--- config.mk ---
export PLATFORM = sky130hd
export DESIGN_NAME = car_motion_controller
export DESIGN_NICKNAME = d
export VERILOG_FILES = /design/src/rtl/car_motion_controller.sv
export SDC_FILE = /design/constraint.sdc
export NUM_CORES = 1
export LEC_CHECK = 0
export CAP_MARGIN = 20
export CORE_MARGIN = 8
export CORE_UTILIZATION = 40
export CTS_CLUSTER_SIZE = 8
export DETAILED_ROUTE_END_ITERATION = 8
export SYNTH_ARGS = -nofsm -noshare
export SYNTH_HDL_FRONTEND = slang
export SYNTH_SLANG_ARGS = --single-unit
--- constraint.sdc ---
create_clock -name clk -period 6.75 [get_ports clk]
set_input_delay 1.35 -clock clk [delete_from_list [all_inputs] [get_ports clk]]
set_output_delay 1.35 -clock clk [all_outputs]
set_load 0.01 [all_outputs]
--- src/rtl/car_motion_controller.sv ---
// Elevator car motion controller for a 7-floor car.
// Consumes the direction director's decision each cycle, runs the per-floor
// travel timer and the door timer, tracks the car floor, and pulses clears
// back to the request latches for every call it serves. All outputs are
// registered.
module car_motion_controller #(
    parameter int FLOOR_TICKS = 8,
    parameter int DOOR_TICKS  = 6
) (
    input  logic        clk,
    input  logic        reset,
    input  logic [1:0]  nextDirection,
    input  logic [13:0] floorButton,
    input  logic [9:1]  internalButton,
    output logic [2:0]  currentFloor,
    output logic [1:0]  currentDirection,
    output logic        doorState,
    output logic        move,
    output logic [13:0] clearFloor,
    output logic [7:1]  clearInternal
);

    localparam logic [1:0] DIR_STOP = 2'b00;
    localparam logic [1:0] DIR_UP   = 2'b10;
    localparam logic [1:0] DIR_DOWN = 2'b01;

    localparam int TW = (FLOOR_TICKS > 2) ? $clog2(FLOOR_TICKS) : 1;
    localparam int DW = (DOOR_TICKS > 2) ? $clog2(DOOR_TICKS) : 1;
    localparam logic [TW-1:0] TRAVEL_LOAD = TW'(FLOOR_TICKS - 1);
    localparam logic [DW-1:0] DOOR_LOAD   = DW'(DOOR_TICKS - 1);

    typedef enum logic [1:0] {
        IDLE,
        MOVING,
        DOOR_OPEN,
        SETTLE
    } state_t;

    state_t         state_q, state_d;
    logic [2:0]     floor_q, floor_d;
    logic [1:0]     dir_q, dir_d;
    logic           door_q, door_d;
    logic           move_q, move_d;
    logic [13:0]    clr_floor_q, clr_floor_d;
    logic [6:0]     clr_int_q, clr_int_d;
    logic [TW-1:0]  travel_q, travel_d;
    logic [DW-1:0]  door_cnt_q, door_cnt_d;

    // Per-floor request views, bit index = floor-1.
    logic [6:0] car_v, up_v, dn_v, calls_v;
    logic [6:0] clr_up_v, clr_dn_v;
    logic [6:0] car_new, up_new, dn_new;
    logic [2:0] here_idx, next_floor, next_idx;
    logic       here_any, at_end;
    logic [3:0] srv_here, srv_next;

    assign car_v   = internalButton[7:1];
    assign up_v    = {floorButton[13], floorButton[11], floorButton[9], floorButton[7],
                      floorButton[5], floorButton[3], floorButton[1]};
    assign dn_v    = {floorButton[12], floorButton[10], floorButton[8], floorButton[6],
                      floorButton[4], floorButton[2], floorButton[0]};
    assign calls_v = car_v | up_v | dn_v;

    // A request still visible while its own clear pulse is out is not new;
    // the latch drops it on the same edge that samples the pulse.
    assign clr_up_v = {clr_floor_q[13], clr_floor_q[11], clr_floor_q[9], clr_floor_q[7],
                       clr_floor_q[5], clr_floor_q[3], clr_floor_q[1]};
    assign clr_dn_v = {clr_floor_q[12], clr_floor_q[10], clr_floor_q[8], clr_floor_q[6],
                       clr_floor_q[4], clr_floor_q[2], clr_floor_q[0]};
    assign car_new  = car_v & ~clr_int_q;
    assign up_new   = up_v & ~clr_up_v;
    assign dn_new   = dn_v & ~clr_dn_v;

    assign here_idx   = floor_q - 3'd1;
    assign next_floor = (dir_q == DIR_UP) ? floor_q + 3'd1 : floor_q - 3'd1;
    assign next_idx   = next_floor - 3'd1;
    assign here_any   = car_v[here_idx] | up_v[here_idx] | dn_v[here_idx];
    assign at_end     = ((dir_q == DIR_UP) && (next_floor == 3'd7)) ||
                        ((dir_q == DIR_DOWN) && (next_floor == 3'd1));

    // Which calls at floor f are served when the car is there heading dir.
    // Returns {drop_direction, car, hall_up, hall_down}. With nothing beyond
    // the floor in the travel direction (or no direction) both hall calls are
    // taken and the car gives up its direction.
    function automatic logic [3:0] serve_at(
        input logic [2:0] f,
        input logic [1:0] dir,
        input logic [6:0] calls,
        input logic [6:0] car,
        input logic [6:0] up,
        input logic [6:0] dn
    );
        logic [2:0] idx;
        logic       b_up, b_dn, beyond, both;
        idx    = f - 3'd1;
        b_up   = |(calls >> f);
        b_dn   = |(calls << (4'd8 - {1'b0, f}));
        beyond = (dir == DIR_UP) ? b_up : ((dir == DIR_DOWN) ? b_dn : 1'b0);
        both   = !beyond;
        serve_at = {both, car[idx],
                    up[idx] & ((dir == DIR_UP) | both),
                    dn[idx] & ((dir == DIR_DOWN) | both)};
    endfunction

    assign srv_here = serve_at(floor_q, dir_q, calls_v, car_new, up_new, dn_new);
    assign srv_next = serve_at(next_floor, dir_q, calls_v, car_v, up_v, dn_v);

    // State and output registers; reset wins over everything.
    always_ff @(posedge clk) begin
        if (reset) begin
            state_q     <= IDLE;
            floor_q     <= 3'd1;
            dir_q       <= DIR_STOP;
            door_q      <= 1'b0;
            move_q      <= 1'b0;
            clr_floor_q <= '0;
            clr_int_q   <= '0;
            travel_q    <= '0;
            door_cnt_q  <= '0;
        end else begin
            state_q     <= state_d;
            floor_q     <= floor_d;
            dir_q       <= dir_d;
            door_q      <= door_d;
            move_q      <= move_d;
            clr_floor_q <= clr_floor_d;
            clr_int_q   <= clr_int_d;
            travel_q    <= travel_d;
            door_cnt_q  <= door_cnt_d;
        end
    end

    // Next-state and next-output logic; clears default to zero so every
    // pulse lasts exactly one cycle.
    always_comb begin
        state_d     = state_q;
        floor_d     = floor_q;
        dir_d       = dir_q;
        door_d      = door_q;
        move_d      = move_q;
        clr_floor_d = '0;
        clr_int_d   = '0;
        travel_d    = travel_q;
        door_cnt_d  = door_cnt_q;
        unique case (state_q)
            IDLE: begin
                if (here_any || internalButton[8]) begin
                    state_d     = DOOR_OPEN;
                    door_d      = 1'b1;
                    door_cnt_d  = DOOR_LOAD;
                    clr_int_d   = {6'b0, srv_here[2]} << here_idx;
                    clr_floor_d = {12'b0, srv_here[1], srv_here[0]} << {here_idx, 1'b0};
                    if (srv_here[3]) dir_d = DIR_STOP;
                end else if (((nextDirection == DIR_UP) && (floor_q < 3'd7)) ||
                             ((nextDirection == DIR_DOWN) && (floor_q > 3'd1))) begin
                    state_d  = MOVING;
                    dir_d    = nextDirection;
                    move_d   = 1'b1;
                    travel_d = TRAVEL_LOAD;
                end else begin
                    dir_d = DIR_STOP;
                end
            end
            MOVING: begin
                if (travel_q != '0) begin
                    travel_d = travel_q - 1'b1;
                end else begin
                    floor_d = next_floor;
                    if ((|srv_next[2:0]) || at_end) begin
                        state_d     = DOOR_OPEN;
                        move_d      = 1'b0;
                        door_d      = 1'b1;
                        door_cnt_d  = DOOR_LOAD;
                        clr_int_d   = {6'b0, srv_next[2]} << next_idx;
                        clr_floor_d = {12'b0, srv_next[1], srv_next[0]} << {next_idx, 1'b0};
                        if (srv_next[3]) dir_d = DIR_STOP;
                    end else begin
                        travel_d = TRAVEL_LOAD;
                    end
                end
            end
            DOOR_OPEN: begin
                if (|srv_here[2:0]) begin
                    door_cnt_d  = DOOR_LOAD;
                    clr_int_d   = {6'b0, srv_here[2]} << here_idx;
                    clr_floor_d = {12'b0, srv_here[1], srv_here[0]} << {here_idx, 1'b0};
                    if (srv_here[3]) dir_d = DIR_STOP;
                end else if (internalButton[8]) begin
                    door_cnt_d = DOOR_LOAD;
                end else if (internalButton[9] || (door_cnt_q == '0)) begin
                    door_d  = 1'b0;
                    state_d = SETTLE;
                end else begin
                    door_cnt_d = door_cnt_q - 1'b1;
                end
            end
            SETTLE: begin
                state_d = IDLE;
            end
            default: begin
                state_d = IDLE;
            end
        endcase
    end

    assign currentFloor     = floor_q;
    assign currentDirection = dir_q;
    assign doorState        = door_q;
    assign move             = move_q;
    assign clearFloor       = clr_floor_q;
    assign clearInternal    = clr_int_q;

endmodule

### Word level (Yosys, flattened, before mapping)

Cells that the tools add are included.

* word-level logic and storage cells: 171
* register bits after elaboration: 36
* output and inout port bits: 28
* input port bits: 27

* shift operators: 8
* multiplexer cells: 73
* bitwise logic cells: 19
* order comparisons: 4
* $add $sub $neg: 7
* reductions and logical operators: 29
* equal/unequal tests: 22

Operators by type and width (count)
* 2-to-1 mux 14 bit: 4
* one-hot mux 14 bit (3 select lines): 1
* 2-to-1 mux 3 bit: 11
* 2-to-1 mux 2 bit: 14
* 2-to-1 mux 7 bit: 4
* OR reduction 7 bit: 4
* left shift 2 x 4 -> 14 bit: 2
* binary-select mux 1 bit (select 3 bit): 9
* 2-to-1 mux 1 bit: 23
* AND 7 bit: 3
* inverter 7 bit: 3
* one-hot mux 7 bit (3 select lines): 1
* != test 2 bit (second input constant): 10
* AND reduction 5 bit: 3
* bitwise OR 7 bit: 2
* left shift 1 x 3 -> 7 bit: 2
* left shift 7 x 4 -> 7 bit: 2
* >> shifter 7 x 3 -> 7 bit: 2
* subtractor 3 x 1 -> 3 bit (second input constant): 4
* one-hot mux 3 bit (3 select lines): 1
* equality test 2 bit (second input constant): 4
* < comparator 3 x 4 -> 1 bit (second input constant): 2
* one-hot mux 2 bit (4 select lines): 1
* subtractor 4 x 3 -> 4 bit (first input constant): 2
* 27 further kinds: 48

### Longest topological paths before layout

* depth after elaboration: 15
* depth in mapped cells: 18
* gate-level depth less buffers: 15

### Worst setup path before layout

OpenSTA, ideal clock, no wires.

* path type: reg-to-reg
* start point: register floor_q[0], in the netlist currentFloor[0]
* end point: register dir_q[0], in the netlist currentDirection[0]
* path buffers: 3
* data required time: 6.627 ns
* setup slack: 2.831 ns
* stages on the path, launching flop included: 19
* clock period less this slack: 3.919 ns
* library setup time: 0.123 ns
* arrival time: 3.795 ns
* cell sequence: dfxtp_1 buf_4 inv_1 clkbuf_1 ha_1 buf_4 inv_2 xnor2_2 inv_1 ha_1 nor4bb_1 a21oi_2 nor2_1 a21oi_1 mux2i_2 a211oi_4 nor4b_2 o21ai_1 mux2_1

* word-level cells in the longest chain between the ends: 14
* elaborated cells on any way between the ends: 71
* those cells by class: 5 x add/sub; 2 x order compare; 5 x eq/ne; 4 x shift; 28 x mux; 10 x bitwise; 17 x reduce/logical

RTL lines
* start, declared: RTL line 40 `logic [2:0] floor_q, floor_d;`
* start signal, assigned: RTL line 122 `floor_q <= floor_d;`
* subtractor 3 x 1 -> 3 bit / adder 3 x 1 -> 3 bit (equally long branches): RTL line 75 `assign next_floor = (dir_q == DIR_UP) ? floor_q + 3'd1 : floor_q - 3'd1;`
* 2-to-1 mux 3 bit (*): RTL line 75
* named net next_floor[1]: RTL line 53 `logic [2:0] here_idx, next_floor, next_idx;`
* subtractor 4 x 3 -> 4 bit: RTL line 97 `b_dn = |(calls << (4'd8 - {1'b0, f}));`
* left shift 7 x 4 -> 7 bit: RTL line 97
* OR reduction 7 bit: RTL line 97
* 2-to-1 mux 1 bit (2 in series): RTL line 98 `beyond = (dir == DIR_UP) ? b_up : ((dir == DIR_DOWN) ? b_dn : 1'b0);`
* zero test 1 bit: RTL line 99 `both = !beyond;`
* bitwise OR 1 bit, on equally long branches: RTL line 102, 101
* AND 1 bit, on equally long branches: RTL line 102, 101
* OR reduction 3 bit: RTL line 169 `if ((|srv_next[2:0]) || at_end) begin`
* logical OR 1 bit: RTL line 169
* != test 2 bit (no source line)
* AND reduction 5 bit (no source line) (*)
* end signal, assigned: RTL line 123 `dir_q <= dir_d;`
* end, declared: RTL line 41 `logic [1:0] dir_q, dir_d;`

The timed path passes the listed nets; every way through them passes the cells marked *. The select of a mux whose other input is x is not followed.
A chain may end at the register's enable or synchronous reset.

### Worst setup path in the final report

* start point: register floor_q[1], in the netlist currentFloor[1]
* end point: register dir_q[0], in the netlist currentDirection[0]

The elaborated chain is that of the path after synthesis.

==> flow_metrics.tcl <==
set metrics [dict create \
    io_pins 55 \
    r2r_setup_slack_ps 1640 \
    insertion_delay_ps 290 \
    status "completed" \
    overflow 0 \
    synth_top_area_share 0.241 \
    fin_crit_sh 0.757 \
    drc 0 \
    ir_drop_v 0.000164 \
    avgSynthCellArea_sq_um 7.83 \
    rr_startpoint "currentFloor[1]" \
    hold_path_class "flip-flop to flip-flop" \
    place_hpwl_um 7900 \
    synth_edf_count 0 \
    clkSlewWorstSetupHoldPaths_ps 70 \
    fin_nets 469 \
    die_w_um 103 \
    cts_max_level 2 \
    drt_iter0_markers 290 \
    globalplace.congestion 0.935 \
    die_area_sq_um 10500 \
    io_buffers 54 \
    yosys-top-cells-area "dfxtp_1 (24%), nor2_1 (6.8%), ha_1 (5.4%), mux2i_1 (4.0%), nand2_1 (3.8%)" \
    ant_nets 0 \
    cts_resized 0 \
    r2r-end "currentDirection[0]" \
    synth_nets 422 \
    max_cap_viol_count 0 \
    grt_max_degree 61 \
    rsz0062_at_grt "no" \
    clock-sinks 36 \
    vias 3130 \
    grt_pass1_wl_um 16100 \
    yosys_most_used_dff "dfxtp_1" \
    hp-start "door_cnt_q[0]" \
    setup_tns_ps 0 \
    seq_power_share 0.181 \
    crit_type "flip-flop to flip-flop" \
    grt_pass1_vias 2964 \
    yosysTopAreaCell "dfxtp_1" \
    hold_viol_final 0 \
    top_layer "met4" \
    async_flop_share 0 \
    syn_inst 382 \
    postCtsHoldBufs 0 \
    met3_length_um 619 \
    wl_met2_um 4710 \
    cp.required_ps 6930 \
    synth-seq-cells 36 \
    p_clk_frac 0.129 \
    setup_viol 0 \
    endpoint_kind "flip-flop" \
    cts_buffers 5 \
    drt-met1-wl_um 4520 \
    slew_headroom 0.429 \
    min_to "door_cnt_q[0]" \
    drv_slew 0 \
    worstHoldPathCells 1 \
    skew_ps 7.25 \
    clk_path_buf_depth 2 \
    p_int_mw 0.758 \
    antenna_found_initial 0 \
    diodes 0 \
    crit_path_max_fanout 20 \
    startpoint_type "flip-flop" \
    yosys_warnings 0 \
    cts_root_buf "clkbuf_8" \
    finalWirelength_um 10100 \
    die_y_um 103 \
    ys_types 69 \
    start_util 0.413 \
    tightestPinTransition_ps 850 \
    track_usage 0.197 \
    post_cts_buffers 0 \
    cts_tree "built" \
    hold_ws_ps 483 \
    fmax_mhz 196 \
    via_per_inst 5.92 \
    crit_arrival_ps 5290 \
    period_needed_ps 5110 \
    comb_power_share 0.690 \
    switching_power_mw 0.746 \
    wl_per_cell_um 19.1 \
    p_leak_nw 1.38 \
    synth.most_common_cell "nor2_1" \
    drive_above_1_share 0.0884 \
    netSwitchingFraction 0.496 \
    area_growth_pct 23.5 \
    synth_area_sq_um 2990 \
    ys_seq_area_frac 0.241 \
    reg2reg_depth 15 \
    p_per_area_nw_per_um2 407 \
    fillerInstances 717 \
    core_area_sq_um 7250 \
    dr.pass1.iters 5 \
    rows 31 \
    yosys-top-cells-count "nor2_1 (54), dfxtp_1 (36), nand2_1 (30)" \
]
==> per-layer routing <==
metal	GRT usage	vias up
met2	0.304	126
met1	0.267	1480
met5	0	-
li1	-	1501
met4	0.0801	0
met3	0.0311	23
==> worst max-delay path by stage <==
stage / from / endpoint / slack [ps] / depth (start not counted)
global route: currentFloor[1] / door_cnt_q[2] / 1320 / 15
floorplan: currentFloor[0] / currentDirection[0] / 2830 / 18
CTS: currentFloor[1] / currentDirection[0] / 1720 / 15
global placement: currentFloor[1] / currentDirection[0] / 1770 / 15
finish: currentFloor[1] / currentDirection[0] / 1640 / 15
detailed placement: currentFloor[1] / currentDirection[0] / 1750 / 15
==> state kept, by name, summed over array words and instances, names as in the netlist <==
signal and flops:
move 1, doorState 1, clearInternal 7, door_cnt_q 3, clearFloor 14, currentDirection 2, travel_q 3, currentFloor 3
state_q 2
==> power groups by stage <==
stage / clock, mW / sequential, mW / combinational (mW)
4_1_cts: 0.197 / 0.273 / 1.02
5_1_grt: 0.203 / 0.278 / 1.12
3_3_place_gp: 0 / 0.277 / 1.02
3_5_place_dp: 0 / 0.278 / 1.01
2_1_floorplan: 0 / 0.283 / 0.754
6_report: 0.194 / 0.273 / 1.04
==> stage by stage <==
| stage | util | cell area [sq um] | cells | total power [mW] | setup WS [ps] |
|---|---|---|---|---|---|
| detailed placement | 0.494 | 3590 | 521 | 1.29 | 1750 |
| floorplan | - | 2990 | 382 | 1.04 | 2830 |
| CTS | 0.510 | 3700 | 529 | 1.49 | 1720 |
| global route | 0.510 | 3700 | 529 | 1.60 | 1320 |
| finish | 0.510 | 3700 | 529 | 1.50 | 1640 |
| global placement | 0.494 | 3590 | 521 | 1.29 | 1770 |
==> kinds of logic (layout without fill, tap and decap cells) <==
| kind of cell | count (synthesis) | count (layout) | synth area share |
|---|---|---|---|
| xor gates and xnor gates | 7 | 7 | 0.0318 |
| adders and majority gates | 13 | 13 | 0.0543 |
| muxes | 17 | 17 | 0.0711 |
| AOI/OAI and AO/OA | 105 | 105 | 0.263 |
| buffers and inverters | 45 | 93 | 0.0669 |
| DFF | 36 | 36 | 0.241 |
| and+or+nand+nor | 159 | 159 | 0.273 |
==> cell usage in the layout, fill, tap and decap left out, types with 7 or more instances in the layout <==
| master | count |
|---|---|
| nand2_1 | 30 |
| o21ai_0 | 11 |
| a22oi_1 | 14 |
| inv_1 | 27 |
| nor3_1 | 15 |
| ha_1 | 13 |
| a21oi_1 | 20 |
| dfxtp_1 | 35 |
| nor2b_1 | 7 |
| mux2i_1 | 12 |
| clkdlybuf4s50_1 | 54 |
| nor2_1 | 54 |
| nor4_1 | 7 |
==> area by class of cell <==
| type | instances | area, sq um | area share |
|---|---|---|---|
| multi-input cells | 301 | 2070 | 0.560 |
| flip-flops and latches | 36 | 722 | 0.195 |
| repair buffers | 57 | 563 | 0.152 |
| well taps | 99 | 124 | 0.0335 |
| inverters | 28 | 105 | 0.0284 |
| clock buffers | 5 | 68.8 | 0.0186 |
| clock inverters | 3 | 42.5 | 0.0115 |
==> worst max-delay path, cell delays in order (launching register included) <==
cell and delay (ps):
dfxtp_1 490, inv_1 130, ha_1 790, inv_2 220
xnor2_2 240, inv_1 90, ha_1 580, nor2_1 120
a21oi_2 420, nor2_1 240, o2bb2ai_1 220, a221o_1 430
a211oi_4 280, nor4b_2 90, o21ai_1 280, mux2_1 350
Note: power is estimated with default switching activity, not from simulation.
